==> src/rtl/pipeline_pkg.sv <==
// Shared pipeline definitions: opcode constants, ALUOp encodings, default widths
// and the packed control payload used by the ID/EX register.
package pipeline_pkg;

    localparam int unsigned XLEN_DEF = 32;
    localparam int unsigned RAW_DEF  = 5;
    localparam int unsigned FUNCT_W  = 10;
    localparam int unsigned CNT_W    = 32;

    localparam logic [6:0] OP_R_TYPE = 7'b0110011;
    localparam logic [6:0] OP_I_TYPE = 7'b0010011;
    localparam logic [6:0] OP_LOAD   = 7'b0000011;
    localparam logic [6:0] OP_STORE  = 7'b0100011;
    localparam logic [6:0] OP_BRANCH = 7'b1100011;

    typedef enum logic [1:0] {
        ALU_R     = 2'b00,
        ALU_I     = 2'b01,
        ALU_STORE = 2'b10
    } alu_op_e;

    // ALUOp is carried as raw bits so any decoder value passes through untouched
    typedef struct packed {
        logic [1:0] alu_op;
        logic       alu_src;
        logic       reg_write;
        logic       mem_to_reg;
        logic       mem_read;
        logic       mem_write;
    } ctrl_t;

    localparam ctrl_t BUBBLE = '0;

endpackage

==> src/rtl/id_ex_stage_if.sv <==
// ID/EX boundary bundle: decoder-side inputs, EX-side registered outputs,
// stall/flush controls, hazard and bubble count.
interface id_ex_stage_if #(
    parameter int unsigned XLEN = pipeline_pkg::XLEN_DEF,
    parameter int unsigned RAW  = pipeline_pkg::RAW_DEF
) ();

    logic [1:0]      ALUOp_i;
    logic            ALUSrc_i;
    logic            RegWrite_i;
    logic            MemToReg_i;
    logic            MemRead_i;
    logic            MemWrite_i;
    logic [XLEN-1:0] RS1data_i;
    logic [XLEN-1:0] RS2data_i;
    logic [XLEN-1:0] Imm_i;
    logic [9:0]      funct_i;
    logic [RAW-1:0]  RS1addr_i;
    logic [RAW-1:0]  RS2addr_i;
    logic [RAW-1:0]  RDaddr_i;
    logic            stall_i;
    logic            flush_i;

    logic [1:0]      ALUOp_o;
    logic            ALUSrc_o;
    logic            RegWrite_o;
    logic            MemToReg_o;
    logic            MemRead_o;
    logic            MemWrite_o;
    logic [XLEN-1:0] RS1data_o;
    logic [XLEN-1:0] RS2data_o;
    logic [XLEN-1:0] Imm_o;
    logic [9:0]      funct_o;
    logic [RAW-1:0]  RS1addr_o;
    logic [RAW-1:0]  RS2addr_o;
    logic [RAW-1:0]  RDaddr_o;
    logic            hazard_o;
    logic [31:0]     bubble_cnt_o;

    modport master (
        output ALUOp_i, ALUSrc_i, RegWrite_i, MemToReg_i, MemRead_i, MemWrite_i,
        output RS1data_i, RS2data_i, Imm_i, funct_i, RS1addr_i, RS2addr_i, RDaddr_i,
        output stall_i, flush_i,
        input  ALUOp_o, ALUSrc_o, RegWrite_o, MemToReg_o, MemRead_o, MemWrite_o,
        input  RS1data_o, RS2data_o, Imm_o, funct_o, RS1addr_o, RS2addr_o, RDaddr_o,
        input  hazard_o, bubble_cnt_o
    );

    modport slave (
        input  ALUOp_i, ALUSrc_i, RegWrite_i, MemToReg_i, MemRead_i, MemWrite_i,
        input  RS1data_i, RS2data_i, Imm_i, funct_i, RS1addr_i, RS2addr_i, RDaddr_i,
        input  stall_i, flush_i,
        output ALUOp_o, ALUSrc_o, RegWrite_o, MemToReg_o, MemRead_o, MemWrite_o,
        output RS1data_o, RS2data_o, Imm_o, funct_o, RS1addr_o, RS2addr_o, RDaddr_o,
        output hazard_o, bubble_cnt_o
    );

endinterface

==> src/rtl/id_ex_stage_load_use_detect.sv <==
// Load-use hazard detect: a load in EX whose destination (non-x0) matches
// either ID source register. Both sources are compared unconditionally.
module load_use_detect #(
    parameter int unsigned RAW = pipeline_pkg::RAW_DEF
) (
    input  logic           mem_read,
    input  logic [RAW-1:0] rd_addr,
    input  logic [RAW-1:0] rs1_addr,
    input  logic [RAW-1:0] rs2_addr,
    output logic           hazard_c
);

    assign hazard_c = mem_read && (rd_addr != '0) &&
                      ((rd_addr == rs1_addr) || (rd_addr == rs2_addr));

endmodule

==> src/rtl/id_ex_stage.sv <==
// ID/EX pipeline register with load-use bubble insertion, stall hold and sticky flush.
// Optional bubble counter enabled by defining ID_EX_BUBBLE_CNT_EN.
module id_ex_stage
    import pipeline_pkg::*;
#(
    parameter int unsigned XLEN = XLEN_DEF,
    parameter int unsigned RAW  = RAW_DEF
) (
    input  logic         clk_i,
    input  logic         rst_i,
    id_ex_stage_if.slave bus
);

    ctrl_t               ctrl_q;
    ctrl_t               ctrl_in;
    logic [XLEN-1:0]     rs1_data_q;
    logic [XLEN-1:0]     rs2_data_q;
    logic [XLEN-1:0]     imm_q;
    logic [FUNCT_W-1:0]  funct_q;
    logic [RAW-1:0]      rs1_addr_q;
    logic [RAW-1:0]      rs2_addr_q;
    logic [RAW-1:0]      rd_addr_q;
    logic                flush_pend_q;
    logic                hazard_c;
    logic                load_bubble_c;

    load_use_detect #(.RAW(RAW)) u_load_use_detect (
        .mem_read (ctrl_q.mem_read),
        .rd_addr  (rd_addr_q),
        .rs1_addr (bus.RS1addr_i),
        .rs2_addr (bus.RS2addr_i),
        .hazard_c (hazard_c)
    );

    assign ctrl_in = {bus.ALUOp_i, bus.ALUSrc_i, bus.RegWrite_i,
                      bus.MemToReg_i, bus.MemRead_i, bus.MemWrite_i};

    // Stall dominates; otherwise flush (live or remembered) or hazard forces a bubble
    assign load_bubble_c = !bus.stall_i && (bus.flush_i || flush_pend_q || hazard_c);

    always_ff @(posedge clk_i or negedge rst_i) begin
        if (!rst_i) begin
            ctrl_q       <= BUBBLE;
            rs1_data_q   <= '0;
            rs2_data_q   <= '0;
            imm_q        <= '0;
            funct_q      <= '0;
            rs1_addr_q   <= '0;
            rs2_addr_q   <= '0;
            rd_addr_q    <= '0;
            flush_pend_q <= 1'b0;
        end else if (bus.stall_i) begin
            if (bus.flush_i) begin
                flush_pend_q <= 1'b1;
            end
        end else if (load_bubble_c) begin
            ctrl_q       <= BUBBLE;
            rs1_data_q   <= '0;
            rs2_data_q   <= '0;
            imm_q        <= '0;
            funct_q      <= '0;
            rs1_addr_q   <= '0;
            rs2_addr_q   <= '0;
            rd_addr_q    <= '0;
            flush_pend_q <= 1'b0;
        end else begin
            ctrl_q       <= ctrl_in;
            rs1_data_q   <= bus.RS1data_i;
            rs2_data_q   <= bus.RS2data_i;
            imm_q        <= bus.Imm_i;
            funct_q      <= bus.funct_i;
            rs1_addr_q   <= bus.RS1addr_i;
            rs2_addr_q   <= bus.RS2addr_i;
            rd_addr_q    <= bus.RDaddr_i;
            flush_pend_q <= 1'b0;
        end
    end

`ifdef ID_EX_BUBBLE_CNT_EN
    logic [CNT_W-1:0] bubble_cnt_q;

    always_ff @(posedge clk_i or negedge rst_i) begin
        if (!rst_i) begin
            bubble_cnt_q <= '0;
        end else if (load_bubble_c) begin
            bubble_cnt_q <= bubble_cnt_q + CNT_W'(1);
        end
    end

    assign bus.bubble_cnt_o = bubble_cnt_q;
`else
    assign bus.bubble_cnt_o = '0;
`endif

    assign bus.ALUOp_o    = ctrl_q.alu_op;
    assign bus.ALUSrc_o   = ctrl_q.alu_src;
    assign bus.RegWrite_o = ctrl_q.reg_write;
    assign bus.MemToReg_o = ctrl_q.mem_to_reg;
    assign bus.MemRead_o  = ctrl_q.mem_read;
    assign bus.MemWrite_o = ctrl_q.mem_write;
    assign bus.RS1data_o  = rs1_data_q;
    assign bus.RS2data_o  = rs2_data_q;
    assign bus.Imm_o      = imm_q;
    assign bus.funct_o    = funct_q;
    assign bus.RS1addr_o  = rs1_addr_q;
    assign bus.RS2addr_o  = rs2_addr_q;
    assign bus.RDaddr_o   = rd_addr_q;
    assign bus.hazard_o   = hazard_c;

endmodule

==> src/flat_wrapper.sv <==
// flat-port wrapper written by rule: the top's interface ports become plain ports
module id_ex_stage_flat import pipeline_pkg::*;
#(
    parameter int unsigned XLEN = XLEN_DEF,
    parameter int unsigned RAW  = RAW_DEF
)
  (clk_i, rst_i, bus_ALUOp_i, bus_ALUSrc_i, bus_RegWrite_i, bus_MemToReg_i, bus_MemRead_i, bus_MemWrite_i, bus_RS1data_i, bus_RS2data_i, bus_Imm_i, bus_funct_i, bus_RS1addr_i, bus_RS2addr_i, bus_RDaddr_i, bus_stall_i, bus_flush_i, bus_ALUOp_o, bus_ALUSrc_o, bus_RegWrite_o, bus_MemToReg_o, bus_MemRead_o, bus_MemWrite_o, bus_RS1data_o, bus_RS2data_o, bus_Imm_o, bus_funct_o, bus_RS1addr_o, bus_RS2addr_o, bus_RDaddr_o, bus_hazard_o, bus_bubble_cnt_o);
  id_ex_stage_if #(.XLEN(XLEN), .RAW(RAW)) bus_i ();
  input  logic clk_i;
  input  logic rst_i;
  input wire logic [$bits(bus_i.ALUOp_i)-1:0] bus_ALUOp_i;
  input wire logic [$bits(bus_i.ALUSrc_i)-1:0] bus_ALUSrc_i;
  input wire logic [$bits(bus_i.RegWrite_i)-1:0] bus_RegWrite_i;
  input wire logic [$bits(bus_i.MemToReg_i)-1:0] bus_MemToReg_i;
  input wire logic [$bits(bus_i.MemRead_i)-1:0] bus_MemRead_i;
  input wire logic [$bits(bus_i.MemWrite_i)-1:0] bus_MemWrite_i;
  input wire logic [$bits(bus_i.RS1data_i)-1:0] bus_RS1data_i;
  input wire logic [$bits(bus_i.RS2data_i)-1:0] bus_RS2data_i;
  input wire logic [$bits(bus_i.Imm_i)-1:0] bus_Imm_i;
  input wire logic [$bits(bus_i.funct_i)-1:0] bus_funct_i;
  input wire logic [$bits(bus_i.RS1addr_i)-1:0] bus_RS1addr_i;
  input wire logic [$bits(bus_i.RS2addr_i)-1:0] bus_RS2addr_i;
  input wire logic [$bits(bus_i.RDaddr_i)-1:0] bus_RDaddr_i;
  input wire logic [$bits(bus_i.stall_i)-1:0] bus_stall_i;
  input wire logic [$bits(bus_i.flush_i)-1:0] bus_flush_i;
  output wire logic [$bits(bus_i.ALUOp_o)-1:0] bus_ALUOp_o;
  output wire logic [$bits(bus_i.ALUSrc_o)-1:0] bus_ALUSrc_o;
  output wire logic [$bits(bus_i.RegWrite_o)-1:0] bus_RegWrite_o;
  output wire logic [$bits(bus_i.MemToReg_o)-1:0] bus_MemToReg_o;
  output wire logic [$bits(bus_i.MemRead_o)-1:0] bus_MemRead_o;
  output wire logic [$bits(bus_i.MemWrite_o)-1:0] bus_MemWrite_o;
  output wire logic [$bits(bus_i.RS1data_o)-1:0] bus_RS1data_o;
  output wire logic [$bits(bus_i.RS2data_o)-1:0] bus_RS2data_o;
  output wire logic [$bits(bus_i.Imm_o)-1:0] bus_Imm_o;
  output wire logic [$bits(bus_i.funct_o)-1:0] bus_funct_o;
  output wire logic [$bits(bus_i.RS1addr_o)-1:0] bus_RS1addr_o;
  output wire logic [$bits(bus_i.RS2addr_o)-1:0] bus_RS2addr_o;
  output wire logic [$bits(bus_i.RDaddr_o)-1:0] bus_RDaddr_o;
  output wire logic [$bits(bus_i.hazard_o)-1:0] bus_hazard_o;
  output wire logic [$bits(bus_i.bubble_cnt_o)-1:0] bus_bubble_cnt_o;
  assign bus_i.ALUOp_i = bus_ALUOp_i;
  assign bus_i.ALUSrc_i = bus_ALUSrc_i;
  assign bus_i.RegWrite_i = bus_RegWrite_i;
  assign bus_i.MemToReg_i = bus_MemToReg_i;
  assign bus_i.MemRead_i = bus_MemRead_i;
  assign bus_i.MemWrite_i = bus_MemWrite_i;
  assign bus_i.RS1data_i = bus_RS1data_i;
  assign bus_i.RS2data_i = bus_RS2data_i;
  assign bus_i.Imm_i = bus_Imm_i;
  assign bus_i.funct_i = bus_funct_i;
  assign bus_i.RS1addr_i = bus_RS1addr_i;
  assign bus_i.RS2addr_i = bus_RS2addr_i;
  assign bus_i.RDaddr_i = bus_RDaddr_i;
  assign bus_i.stall_i = bus_stall_i;
  assign bus_i.flush_i = bus_flush_i;
  assign bus_ALUOp_o = bus_i.ALUOp_o;
  assign bus_ALUSrc_o = bus_i.ALUSrc_o;
  assign bus_RegWrite_o = bus_i.RegWrite_o;
  assign bus_MemToReg_o = bus_i.MemToReg_o;
  assign bus_MemRead_o = bus_i.MemRead_o;
  assign bus_MemWrite_o = bus_i.MemWrite_o;
  assign bus_RS1data_o = bus_i.RS1data_o;
  assign bus_RS2data_o = bus_i.RS2data_o;
  assign bus_Imm_o = bus_i.Imm_o;
  assign bus_funct_o = bus_i.funct_o;
  assign bus_RS1addr_o = bus_i.RS1addr_o;
  assign bus_RS2addr_o = bus_i.RS2addr_o;
  assign bus_RDaddr_o = bus_i.RDaddr_o;
  assign bus_hazard_o = bus_i.hazard_o;
  assign bus_bubble_cnt_o = bus_i.bubble_cnt_o;
  id_ex_stage #(.XLEN(XLEN), .RAW(RAW)) u_core (.clk_i(clk_i), .rst_i(rst_i), .bus(bus_i));
endmodule
==> config.mk <==
export PLATFORM = sky130hd
export DESIGN_NAME = id_ex_stage_flat
export DESIGN_NICKNAME = d
export VERILOG_FILES = /design/src/rtl/pipeline_pkg.sv /design/src/rtl/id_ex_stage_if.sv /design/src/rtl/id_ex_stage_load_use_detect.sv /design/src/rtl/id_ex_stage.sv /design/src/flat_wrapper.sv
export SDC_FILE = /design/constraint.sdc
export NUM_CORES = 1
export LEC_CHECK = 0
export CAP_MARGIN = 20
export CORE_MARGIN = 1
export CORE_UTILIZATION = 40
export CTS_CLUSTER_DIAMETER = 150
export CTS_CLUSTER_SIZE = 30
export DETAILED_ROUTE_END_ITERATION = 12
export PLACE_DENSITY = 0.78
export SLEW_MARGIN = 30
export SYNTH_ARGS = -nofsm -noshare
export SYNTH_HDL_FRONTEND = slang
export SYNTH_SLANG_ARGS = --single-unit
export TNS_END_PERCENT = 5
==> constraint.sdc <==
create_clock -name clk_i -period 2.7 [get_ports clk_i]
set_input_delay 0.675 -clock clk_i [delete_from_list [all_inputs] [get_ports clk_i]]
set_output_delay 0.675 -clock clk_i [all_outputs]
set_load 0.03 [all_outputs]
==> results by group, run 1 <==
Status
  – Status: complete, no violations

Drt
  – Via count: slightly below 6000
  – M1 wire length: 7573 um
  – Top layer in use: met4
  – First DRT Iteration DRCs: ~430
  – DR pass1 iterations: 5
  – WL met2: around 8700 um
  – Via density: between 5 and 6
  – Routed wire length: approximately 18000 um
  – Routed Antenna Nets: 0
  – Remaining DRCs: 0
  – DR WL/cell: between 15 and 20 um
  – Met3 WL: 1708 um

Cells and area
  – Fillers: around 1300
  – Fin nets: 997
  – Ant diodes: 0
  – Register Area: roughly 3200 um^2
  – Area of the multi-input gates: approximately 2500 um^2
  – P&R area growth vs syn: 49.12%
  – Layout cells sized above 1: just under 7%
  – Final non-filler cell total: around 1100

Clock network
  – CTS tree: yes
  – Root buffer cell: clkbuf_16
  – Clk pin slew, worst setup/hold paths: about 0.060 ns
  – H-tree depth: 4
  – Num Clock Sinks: around 130
  – Worst-Skew Late Latency: roughly 0.4 ns
  – CTS max path bufs: 2
  – CTS buffer count: 17

Timing
  – Unrepaired setup endpoints after global routing: no
  – Fmax: between 0.3 and 0.4 GHz
  – Final worst path period share: between 90% and 100%
  – Worst hold slack: 0.2356 ns
  – Min Clock Period, post-route: roughly 2.6 ns
  – Slew @ Worst Pin: roughly 0.65 ns
  – Final Slew Violations: 0
  – Final Hold Fails: 0
  – Worst-case clock skew: ~0.007 ns
  – Final number of setup-violating endpoints: 0
  – Post-route setup slack: a little over 0.05 ns
  – Max transition margin: between 50% and 60%

Placed design
  – Place WS: -0.008456 ns
  – DP HPWL: about 12000 um
  – Port buffer count: between 200 and 300
  – Placed Cells: roughly 1100
  – Gpl congestion: 0.7797

Power and ir drop
  – Switching power: 2.204 mW
  – Worst VDD drop: 0.3966 mV
  – Reg power frac: about a third
  – Total power: between 6 and 7 mW
  – PD cells: between 700 and 800 nW/um^2
  – Combinational share of power: between 30% and 40%
  – Leakage: approximately 3.7 nW
  – Cell Int Power: roughly 4.5 mW
  – Sw Share: 32.92%
  – Clock share of power: roughly a third

Setup path
  – Critical-path top delay cell: clkdlybuf4s50_1
  – Kind of start point of the critical path: input pin
  – Worst EP required: approximately 2 ns
  – FF-to-FF path depth: 5
  – R2R Setup Slk: 0.47 ns
  – Arr. time, crit path: 1.97 ns
  – CP max FO: 3
  – Worst path max stage delay: ~0.52 ns
  – R2R Path Start: u_core.bus.RDaddr_o[4]
  – CP cell instances: clkdlybuf4s50_1, xnor2_1, nand3_1, o22ai_4, nor2b_4, buf_6
  – Kind of critical path: input pin to output pin
  – Crit. End Element: output pin
  – Reg-to-reg endpoint: u_core.bus.Imm_o[24]

Floorplanning
  – Die H: 128.2 um
  – Starting density of the core: between 40 and 50%
  – Row Count: 45
  – IO Pins: around 300
  – Core area: ~15000 um^2
  – Overall die width: 128.2 um
  – Total Die Area: about 16000 um^2

Logic synthesis
  – Synth async-reset ratio: 100.0%
  – Multiplexer area fraction after synthesis: 0%
  – Syn avg cell area: ~10 um^2
  – Mapped Cells: 636
  – Post-synth EDFFs: 0
  – Cell taking the most area after synthesis: dfrtp_1
  – Xor and xnor area share after synthesis: under 10%
  – Synth top area share: between 50% and 60%
  – Compound-cell area share of the yosys netlist: between 20% and 30%
  – Synth Flop Type: dfrtp_1
  – Simple-gate share of the synthesized area: slightly above 8%
  – Yosys Warn Count: 0
  – Top cells by area, synth: dfrtp_1, a32oi_1, o21ai_1
  – Yosys reg bits: around 130
  – Cell area after synthesis: 6369 um^2
  – Distinct cells, synth: 21
  – Register area share after synthesis: between 50 and 60%
  – Adder-cell share of the synthesized area: 0%
  – Top-count cell post-synth: nand2_1
  – Main combinational cell family by area after synthesis: compound AO/OA/AOI/OAI gates
  – Top cells by count, synth: nand2_1, dfrtp_1, a32oi_1

Hold path
  – Min-Delay Path Class: input pin to async pin

Global routing
  – GRT Overall Usage: 21.85%
  – First-pass GRT wire length: 28370 um
  – Overflow after GRT: 0
  – Number of global-route vias before repair: 5376
  – Initial antenna violation count: 0
  – Largest net degree at the start of global routing: 130

Run
  – Number of max-cap violations: 0
flip-flops by register name, indices dropped and copies added, names as in the netlist, 2 cells and up:
signal and count:
u_core.bus.RS1data_o 32, u_core.bus.RS2data_o 32, u_core.bus.RS1addr_o 5, u_core.bus.Imm_o 32, u_core.bus.funct_o 10, u_core.bus.RS2addr_o 5, u_core.bus.RDaddr_o 5, u_core.bus.ALUOp_o 2
worst max-delay path, delay by kind of cell:
kind / cells / cell delay [ns]
buffers and inverters: 2 / 0.65
AO/OA/AOI/OAI: 1 / 0.17
XOR/XNOR: 1 / 0.15
AND/OR/NAND/NOR: 2 / 0.33
timing repair:
item                       CTS  global route
hold buffers                 0             0
gates resized for setup      0             5
setup buffers                0             0
pin swaps                    2             1
setup endpoints to repair    1             1
cloned                       0             0
kinds of logic (layout without fill, tap and decap cells):
logic type                count (synthesis)  in the layout
buffers and inverters                   102            313
other                                     1             32
AOI/OAI and AO/OA                       259            259
DFF                                     129            129
xor gates and xnor gates                 10             10
and+or+nand+nor                         135            135
area by class of cell:
type	instances	share of cell area (%)
flip-flops and latches	129	33.99
multi-input cells	436	26.85
well taps	211	2.780
clock buffers	23	5.138
clock inverters	9	1.107
repair buffers	281	30.13
worst max path at each step:
stage / endpoint / start
floorplan: bus_hazard_o / bus_RS2addr_i[4]
global placement: bus_hazard_o / bus_RS2addr_i[4]
detailed placement: bus_hazard_o / bus_RS2addr_i[4]
CTS: bus_hazard_o / bus_RS2addr_i[4]
global route: bus_hazard_o / bus_RS2addr_i[3]
finish: bus_hazard_o / bus_RS1addr_i[2]
per-stage QoR:
stage / utilization, % / TNS, ns / area [um^2]
after global routing: 61.78 / 0 / 9497
after floorplan: - / 0 / 6485
after global placement: 57.82 / 0 / 8887
after CTS: 61.68 / 0 / 9480
after detailed placement: 57.82 / -0.008456 / 8887
final: 61.78 / 0 / 9497
per-layer routing:
layer | GRT usage, % | up-vias
met3 | 7.095 | 33
li1 | - | 2787
met2 | 33.58 | 293
met4 | 9.066 | 0
met5 | 0 | -
met1 | 28.28 | 2847
cell usage in the layout, fill, tap and decap left out:
cell type | Yosys | routed
clkbuf_1 | 28 | 2
buf_4 | 32 | 15
or4_4 | 1 | 1
o21ai_4 | 1 | 1
bufinv_16 | 0 | 2
nand2_1 | 130 | 130
o21ai_2 | 1 | 1
clkinv_2 | 0 | 3
conb_1 | 1 | 32
buf_12 | 11 | 8
o21a_1 | 1 | 1
clkbuf_8 | 0 | 4
nor3_2 | 0 | 1
clkinvlp_4 | 0 | 4
dlymetal6s2s_1 | 0 | 2
xnor2_1 | 10 | 10
dfrtp_1 | 129 | 129
a32oi_1 | 128 | 128
clkdlybuf4s50_1 | 0 | 255
o22ai_4 | 0 | 1
nor2b_4 | 0 | 1
buf_6 | 2 | 1
nand3_1 | 2 | 2
clkbuf_16 | 0 | 17
o21ai_0 | 2 | 2
o21ai_1 | 125 | 125
power groups by stage:
stage,Sequential [mW],Clock (mW),Combinational (mW)
after detailed placement,2.38,0,2.06
after floorplan,2.89,0,0.710
after CTS,2.36,2.34,2.06
final,2.36,2.28,2.05
after global routing,2.39,2.44,2.17
after global placement,2.38,0,2.04
(Power assumes the default switching activity.)
==> inputs of run 2 (changes only) <==
==> constraint.sdc (replaced) <==
create_clock -name clk_i -period 3 [get_ports clk_i]
set_input_delay 0.75 -clock clk_i [delete_from_list [all_inputs] [get_ports clk_i]]
set_output_delay 0.75 -clock clk_i [all_outputs]
set_load 0.03 [all_outputs]
==> run 2 against run 1 <==
Against the previous run:
- final cell count is 0.83% lower
- clock skew rose by 0.0028 ns
- largest cell class unchanged
- global-route usage is 0.19 points higher
- first-iteration DRC count is 7.9% higher
- power decreased by 4.3%
- register-to-register slack better by 0.35 ns
- sequential share of layout area hardly changed
- non-clock buffer count decreased by 9
- count of clock-buffer cells in the layout shrank 4
- sequential cell count is the same
- via count down 0.35%
- critical endpoint unchanged
- worst hold slack improved by 0.027 ns
==> results by group, run 2 (synthesis results as in run 1) <==
Placed design
  – DP HPWL: 11240 um (-2.4%)
  – Port buffer count: 260 (unchanged)
  – Place WS: 0.09189 ns (+0.1003 ns)
  – Gpl congestion: 0.7537 (-3.3%)

Timing
  – Slew @ Worst Pin: 0.6819 ns (+0.03066 ns)
  – Unrepaired setup endpoints after global routing: no
  – Final number of setup-violating endpoints: 0 (unchanged)
  – Final worst path period share: between 90% and 100%
  – Final Slew Violations: 0 (unchanged)
  – Max transition margin: 54.54% (-2.0 points)
  – Post-route setup slack: 0.1130 ns (+0.06199 ns)
  – Sum Neg Setup Slack: 0 ns (unchanged)
  – Final Hold Fails: 0 (unchanged)
  – Fmax: approximately 0.35 GHz
  – Worst-case clock skew: 0.009768 ns (+0.002784 ns)
  – Min Clock Period, post-route: between 2 and 3 ns

Clock network
  – Post-CTS Setup Repair Bufs: 0 (unchanged)
  – Worst-Skew Late Latency: 0.41 ns (about the same)
  – Clk pin slew, worst setup/hold paths: 0.06 ns (about the same)
  – CTS buffer count: 17 (unchanged)
  – CTS resizes: 0 (unchanged)
  – CTS tree: yes
  – Root buffer cell: clkbuf_16
  – H-tree depth: 4 (unchanged)
  – CTS max path bufs: 2 (unchanged)
  – # hold bufs at CTS: 0 (unchanged)
  – Num Clock Sinks: 129 (unchanged)

Drt
  – First DRT Iteration DRCs: 465 (+7.9%)
  – Routed wire length: 18250 um (-0.73%)
  – Routed Antenna Nets: 0 (unchanged)
  – Via count: 5939 (-0.35%)
  – Remaining DRCs: 0 (unchanged)
  – Via density: 5.499 (+0.48%)
  – DR pass1 iterations: 5 (unchanged)
  – DR WL/cell: 16.89 um (about the same)

Floorplanning
  – Die H: 128.2 um (unchanged)
  – Overall die width: 128.2 um (unchanged)
  – Row Count: 45 (unchanged)
  – IO Pins: 293 (unchanged)
  – Total Die Area: 16430 um^2 (unchanged)
  – Core area: 15370 um^2 (unchanged)
  – Starting density of the core: 41.43% (unchanged)

Global routing
  – GRT Overall Usage: 22.03% (+0.19 points)
  – Number of global-route vias before repair: 5463 (+1.6%)
  – Initial antenna violation count: 0 (unchanged)
  – First-pass GRT wire length: 28660 um (+1.0%)
  – Largest net degree at the start of global routing: 130 (unchanged)
  – Overflow after GRT: 0 (unchanged)

Hold path
  – Min-Delay Path Class: input pin to async pin

Setup path
  – Arr. time, crit path: 2.14 ns (+0.17 ns)
  – CP max FO: 3 (unchanged)
  – Worst EP required: 2.25 ns (+0.22 ns)
  – Kind of critical path: input pin to output pin
  – R2R Setup Slk: 0.82 ns (+0.35 ns)
  – FF-to-FF path depth: 5 (unchanged)
  – Crit. End Element: output pin
  – Reg-to-reg endpoint: u_core.bus.RS2data_o[9]
  – R2R Path Start: u_core.bus.RDaddr_o[4]
  – Kind of start point of the critical path: input pin

Cells and area
  – Fin util: 61.85% (+0.065 points)
  – P&R area growth vs syn: 49.27%
  – Commonest non-fill, non-tap cells in the layout: clkdlybuf4s50_1, nand2_1, dfrtp_1
  – Ant diodes: 0 (unchanged)
  – Commonest non-fill, non-tap cell in the layout: clkdlybuf4s50_1
  – Layout cells sized above 1: 5.869% (-0.96 points)
  – Fin nets: 988 (-0.90%)

Power and ir drop
  – PD cells: 674.0 nW/um^2 (-4.4%)
  – Worst VDD drop: 0.3373 mV (-15%)
  – Leakage: 3.698 nW (-0.42%)

Run
  – Number of max-cap violations: 0 (unchanged)

Status
  – Status: complete, no violations
[run 2: changes by cell type in the layout (fill, tap and decap cells not counted), sizes merged]
cell           delta
buf               -9
bufinv            +5
clkbuf            -4
clkdlybuf4s50     +2
clkinvlp          -2
dlymetal6s2s      -2
inv               +1
[run 2: how the worst max path moves through the flow]
stage / start / to / slack (ns) / cells past startpoint
after detailed placement: bus_RS2addr_i[4] / bus_hazard_o / 0.09 / 6
after global placement: bus_RS2addr_i[4] / bus_hazard_o / 0.10 / 6
final: bus_RS2addr_i[4] / bus_hazard_o / 0.11 / 6
after global routing: bus_RS2addr_i[4] / bus_hazard_o / 0.03 / 6
after floorplan: bus_RS2addr_i[4] / bus_hazard_o / 0.39 / 5
after CTS: bus_RS2addr_i[4] / bus_hazard_o / 0.09 / 6
[run 2: layout make-up]
| class | instances | area [um^2] |
|---|---|---|
| clock inverters | 13 | 256.5 |
| clock buffers | 19 | 442.9 |
| fillers | 1309 | 5864 |
| repair buffers | 272 | 2773 |
| multi-input cells | 436 | 2542 |
| flip-flops and latches | 129 | 3228 |
| well taps | 211 | 264.0 |
[run 2: report_power, final]
part	leakage, nW	internal, mW	total (mW)	switching [mW]
registers	1.66	1.97	2.12	0.147
clock network	0.334	1.67	2.46	0.787
logic	1.70	0.746	1.83	1.08
[run 2: metal layers]
| metal | up-vias | GRT usage, % | wire [um] |
|---|---|---|---|
| li1 | 2771 | - | - |
| met1 | 2878 | 28.46 | 7525 |
| met2 | 265 | 34.47 | 8841 |
| met3 | 25 | 7.220 | 1597 |
| met4 | 0 | 7.889 | 282 |
| met5 | - | 0 | 0 |
[run 2: critical path: stages]
cell	delay, ns
clkdlybuf4s50_1	0.52
xnor2_1	0.15
nand3_1	0.16
o22ai_4	0.23
nor2b_1	0.16
buf_4	0.17
[run 2: per-stage QoR]
step	cells	power [mW]	hold WS, ns	area, um^2
floorplan	667	3.240	0.4519	6485
global placement	1048	3.962	0.4732	8807
detailed placement	1048	3.979	0.4824	8807
CTS	1080	6.450	0.2592	9507
global route	1080	6.668	0.2679	9507
finish	1080	6.407	0.2621	9507
==> inputs of run 3 (changes only) <==
--- a/config.mk
+++ b/config.mk
@@ -9,7 +9,7 @@
 export CORE_MARGIN = 1
 export CORE_UTILIZATION = 40
 export CTS_CLUSTER_DIAMETER = 150
-export CTS_CLUSTER_SIZE = 30
+export CTS_CLUSTER_SIZE = 28
 export DETAILED_ROUTE_END_ITERATION = 12
 export PLACE_DENSITY = 0.78
 export SLEW_MARGIN = 30
==> results of run 3 <==
The final DEF is identical to that of run 2; final timing and power are the same.
